## src/rtl/tiny1_irq_ctl.sv

```systemverilog
// tiny1_irq_ctl: memory-mapped interrupt controller driving the tiny1 core irq/irqack handshake
module tiny1_irq_ctl #(
    parameter int              NSRC      = 8,
    parameter logic [15:0]     BASE_ADDR = 16'h4000,
    parameter logic [NSRC-1:0] EDGE_RST  = {NSRC{1'b1}}
) (
    input  logic            clk,
    input  logic            rst,
    input  logic [NSRC-1:0] src,
    output logic            irq,
    input  logic            irqack,
    input  logic [15:0]     mem_addr,
    input  logic [15:0]     mem_wdata,
    input  logic            mem_wr,
    input  logic            mem_rd,
    output logic [15:0]     rd_data,
    output logic            rd_hit
);
    typedef enum logic [1:0] {IDLE, REQ, ACTIVE, WAITLOW} state_t;

    state_t          state_q, state_d;
    logic [NSRC-1:0] pend_q, pend_d, mask_q, mask_d, edge_q, edge_d, src_q;
    logic [NSRC-1:0] elig, win_oh, clr;
    logic [15:0]     vec_q, vec_d, rd_mux, rd_data_q;
    logic [3:0]      win;
    logic            irq_q, rd_hit_q, hit, wr_hit, latch;
    logic [2:0]      off;
    logic            unused_wdata;

    assign hit          = mem_addr[15:3] == BASE_ADDR[15:3];
    assign off          = mem_addr[2:0];
    assign wr_hit       = mem_wr & hit;
    assign elig         = pend_q & mask_q;
    assign unused_wdata = ^mem_wdata;
    assign irq          = irq_q;
    assign rd_hit       = rd_hit_q;
    assign rd_data      = rd_data_q;

    // priority encoder: the lowest eligible index wins
    always_comb begin
        win    = 4'd0;
        win_oh = '0;
        for (int i = NSRC - 1; i >= 0; i--) begin
            if (elig[i]) begin
                win       = 4'(i);
                win_oh    = '0;
                win_oh[i] = 1'b1;
            end
        end
    end

    // handshake FSM next state; the vector is captured when the core acknowledges
    always_comb begin
        state_d = state_q;
        latch   = 1'b0;
        vec_d   = vec_q;
        case (state_q)
            IDLE:    if (|elig) state_d = REQ;
            REQ: begin
                if (irqack) begin
                    latch   = 1'b1;
                    vec_d   = (|elig) ? 16'(win) : 16'h800F;
                    state_d = ACTIVE;
                end else if (~|elig) begin
                    state_d = IDLE;
                end
            end
            ACTIVE:  if (!irqack) state_d = WAITLOW;
            WAITLOW: state_d = IDLE;
            default: state_d = IDLE;
        endcase
    end

    // pending/mask/edge next state; level-mode bits simply follow their source
    always_comb begin
        clr    = ((wr_hit && off == 3'd0) ? mem_wdata[NSRC-1:0] : '0) | (latch ? (win_oh & edge_q) : '0);
        pend_d = (edge_q & ((pend_q & ~clr) | (src & ~src_q))) | (~edge_q & src);
        mask_d = (wr_hit && off == 3'd1) ? mem_wdata[NSRC-1:0] : mask_q;
        edge_d = (wr_hit && off == 3'd2) ? mem_wdata[NSRC-1:0] : edge_q;
    end

    // register read mux, sampled into the one-cycle read pipeline
    always_comb begin
        rd_mux = '0;
        case (off)
            3'd0:    rd_mux = 16'(pend_q);
            3'd1:    rd_mux = 16'(mask_q);
            3'd2:    rd_mux = 16'(edge_q);
            3'd3:    rd_mux = vec_q;
            3'd4:    rd_mux = {14'd0, (state_q == ACTIVE) || (state_q == WAITLOW), irq_q};
            default: rd_mux = '0;
        endcase
    end

    // all state, cleared asynchronously so a reset mid-handler drops irq at once
    always_ff @(posedge clk or negedge rst) begin
        if (!rst) begin
            state_q   <= IDLE;
            irq_q     <= 1'b0;
            rd_hit_q  <= 1'b0;
            rd_data_q <= '0;
            pend_q    <= '0;
            mask_q    <= '0;
            edge_q    <= EDGE_RST;
            vec_q     <= '0;
            src_q     <= '0;
        end else begin
            state_q   <= state_d;
            irq_q     <= state_d == REQ;
            rd_hit_q  <= mem_rd & hit;
            rd_data_q <= rd_mux;
            pend_q    <= pend_d;
            mask_q    <= mask_d;
            edge_q    <= edge_d;
            vec_q     <= vec_d;
            src_q     <= src;
        end
    end
endmodule

```

## config.mk

```make
export PLATFORM = sky130hd
export DESIGN_NAME = tiny1_irq_ctl
export DESIGN_NICKNAME = d
export VERILOG_FILES = /design/src/rtl/tiny1_irq_ctl.sv
export SDC_FILE = /design/constraint.sdc
export NUM_CORES = 1
export LEC_CHECK = 0
export BUFFER_PORTS_ARGS = -buffer_cell sky130_fd_sc_hd__buf_2
export CORE_ASPECT_RATIO = 0.9
export CORE_UTILIZATION = 47
export DETAILED_ROUTE_END_ITERATION = 8
export PLACE_DENSITY = 0.76
export SYNTH_ARGS = -nofsm -noshare
export SYNTH_HDL_FRONTEND = slang
export SYNTH_SLANG_ARGS = --single-unit
```

## constraint.sdc

```tcl
create_clock -name clk -period 1.4 [get_ports clk]
set_clock_uncertainty 0.1 [all_clocks]
set_input_delay 0.28 -clock clk [delete_from_list [all_inputs] [get_ports clk]]
set_output_delay 0.28 -clock clk [all_outputs]
set_load 0.05 [all_outputs]
```

==> impl_metrics.py <==
metrics = {
    "worst_setup_path": {
        "slowest_delay_ns": 0.52,
        "worstPathArrival_ns": 1.88,
        "cpLargestDelayFamily": "simple AND/OR/NAND/NOR gates",
        "worstPathMaxFanout": 7,
        "cp.required_ns": 1.50,
        "critPathSlowestCell": "or4b_4",
        "crit_buf_inv": 2,
        "worstSetupEndpointType": "register",
        "cp_cell_sequence": "buf_6, or4b_4, and4b_2, and3b_2, buf_12, mux2_4",
        "start_kind": "input port",
        "crit_type": "input port to register",
    },
    "yosys": {
        "synth_cell_types": 42,
        "yosys.area.top_type_share_pct": 45.1,
        "synth_area_um2": 2270,
        "synth_top_cells_by_count": "41 x dfrtp_1, 29 x nand2_1, 18 x mux2_2",
        "synth.largest_area_cell": "dfrtp_1",
        "synth_edf_count": 0,
        "yosys_warnings": 0,
        "netlist_instances": 200,
        "synth.yosys.seq_area_share_pct": 54.4,
        "async_flop_share_pct": 100,
        "avgSynthCellArea_um2": 11.4,
        "ys.flop_type": "dfrtp_1",
        "synthTopCellsByArea": "dfrtp_1 45%, dfstp_2 9.2%, mux2_2 8.9%, nand2_1 4.8%, a22oi_1 2.3%",
        "synth-seq-cells": 49,
        "synth.most_common_cell": "dfrtp_1",
    },
    "timing": {
        "fin_crit_ns": 1.79,
        "fmax_mhz": 560,
        "finalMaxSlewViolations": 0,
        "min_period_over_period_pct": 128,
        "final.setup.worst_slack_ns": -0.385,
        "hold_viol": 0,
        "finalSetupViolations": 28,
        "rsz0062_at_grt": "true",
    },
    "clock_tree": {
        "cts_root_buf": "clkbuf_8",
        "clock_latency_ns": 0.31,
        "cts_max_level": 2,
        "numClockSinks": 49,
        "cts_tree": "built",
        "clk_pin_slew_ns": 0.08,
        "cts-buffers-inserted": 5,
        "clk_path_buf_depth": 2,
    },
    "outcome": {
        "violations": "setup timing",
        "status": "finished with violations",
    },
    "floorplanning": {
        "io_pins": 63,
        "die_y_um": 68.0,
        "dieWidth_um": 75.3,
        "num_rows": 23,
        "initial_core_util_pct": 50.0,
        "dieArea_um2": 5120,
        "core_area_um2": 4550,
    },
    "placed_design": {
        "post-place-cells": 340,
        "dp_hpwl_um": 4140,
        "portBuffers": 47,
        "gp_congestion": 1.02,
        "placedInstanceArea_um2": 2870,
    },
    "detailed_routing": {
        "dr.pass1.iters": 4,
        "drt-vias-per-instance": 5.44,
        "wl_um": 5910,
        "dr_wl_met2_um": 2920,
        "wl_met3_um": 384,
        "ant_nets": 0,
        "initialDrtViolationCount": 161,
        "drc_errors": 0,
        "wl_met1_um": 2420,
        "wl_per_cell_um": 16.4,
        "top_layer_used": "met4",
        "vias": 1958,
    },
    "pwr": {
        "p_switching_w": 0.000908,
        "p_int_w": 0.00240,
        "totalPowerFinal_w": 0.00331,
        "pwr-share-seq_pct": 48.7,
        "power_leakage_nw": 1.53,
        "comb_power_share_pct": 20.0,
        "pwr-share-clk_pct": 31.4,
        "power.density_nw_per_um2": 1040,
        "sw_frac_of_total_pct": 27.4,
        "ir_drop_uv": 614,
    },
    "final_layout": {
        "layout.nets": 342,
        "n_fill_cell": 352,
        "n_antenna_cell": 0,
        "drive_gt1_share_pct": 47.7,
        "finish.instance_area_um2": 3170,
        "area_delta_synth_final_pct": 39.4,
        "final_util_pct": 69.7,
        "instances_no_fill": 360,
    },
    "global_route": {
        "antenna_found_initial": 0,
        "grt_remaining_overflow": 0,
        "grtUsageTotal_pct": 25.0,
        "first_global_vias": 1955,
        "grt_pass1_wl_um": 9120,
        "grt_start_max_net_pins": 50,
    },
    "worst_hold_path": {
        "hold_class": "input port to register",
    },
    "run": {
        "cap_violations": 0,
    },
}
-- cell type report --
type | count | area [um2] | share of cell area (%)
multi-input combinational | 142 | 1050 | 33.1
inverter | 1 | 3.75 | 0.118
tap | 62 | 77.6 | 2.45
sequential | 49 | 1240 | 39.0
clock buffer | 7 | 86.3 | 2.72
timing repair buffer | 98 | 686 | 21.6
clock inverter | 1 | 30.0 | 0.947
-- routing by layer --
metal / GRT usage [%] / vias up
met2: 41.1 / 87
met5: 0 / -
met4: 11.8 / 0
li1: - / 915
met1: 30.8 / 937
met3: 6.63 / 19
-- power by group through the flow --
stage          combinational [W]  sequential, W  clock (W)
2_1_floorplan           0.000265        0.00169          0
3_3_place_gp            0.000571        0.00163          0
3_5_place_dp            0.000590        0.00163          0
4_1_cts                 0.000617        0.00161    0.00105
5_1_grt                 0.000720        0.00162    0.00111
6_report                0.000662        0.00161    0.00104
-- cells by family (layout without fill, tap and decap cells) --
| family | Yosys count | count (layout) | synth area share [%] |
|---|---|---|---|
| flops | 49 | 49 | 54.4 |
| buf+inv | 15 | 107 | 4.62 |
| other cells | 1 | 7 | 0.165 |
| simple gates | 71 | 71 | 16.0 |
| compound gates | 39 | 39 | 11.8 |
| mux | 24 | 24 | 12.7 |
| fa+ha+maj | 1 | 1 | 0.440 |
-- sequential cells by signal, indices dropped and copies added, names as in the netlist --
| signal | flops |
|---|---|
| vec_q | 4 |
| pend_q | 8 |
| state_q | 2 |
| src_q | 8 |
| mask_q | 8 |
| rd_hit | 1 |
| edge_q | 8 |
| irq | 1 |
| rd_data | 9 |
-- layout by cell type, fill, tap and decap left out, types with 4 or more instances in the layout --
cell type      count
a22oi_1            5
dfstp_2            8
buf_2             45
mux2_4             8
conb_1             7
clkbuf_8           6
dfrtp_1           41
mux2_2            10
nand3_1            7
buf_6              4
a22o_1             6
dlygate4sd3_1      9
nor2b_1            5
buf_4             38
mux2i_1            4
a31oi_1            4
nor2_1            10
nand2_1           28
a21oi_1            6
-- timing repair --
item | CTS | global route
hold buffers | 9 | 0
hold endpoints to repair | 49 | 0
endpoints found under the setup margin | 27 | 30
pin swaps | 3 | 6
buffers inserted | 3 | 3
resized for setup | 7 | 13
-- stage by stage --
| step | setup slack (ns) | setup TNS, ns | hold WS, ns |
|---|---|---|---|
| 3_3_place_gp | -0.723 | -15.11 | 0.179 |
| 2_1_floorplan | -0.603 | -11.20 | -0.116 |
| 6_report | -0.385 | -7.84 | 0.126 |
| 5_1_grt | -0.395 | -8.41 | 0.126 |
| 3_5_place_dp | -0.754 | -15.75 | 0.180 |
| 4_1_cts | -0.385 | -7.61 | 0.118 |
-- path summary, 6_finish.rpt --
check | slack (ns) | start | depth (start not counted) | endpoint
max | -0.39 | mem_addr[15] | 6 | mask_q[7]
min | 0.13 | mem_wdata[6] | 2 | mask_q[6]
max reg2reg | -0.27 | mask_q[1] | 6 | pend_q[6]
min reg2reg | 0.40 | vec_q[2] | 2 | vec_q[2]
max in group asynchronous | 0.53 | rst | 3 | edge_q[3]
min in group asynchronous | 0.38 | rst | 3 | pend_q[5]
Power figures use the tool's default switching activity.
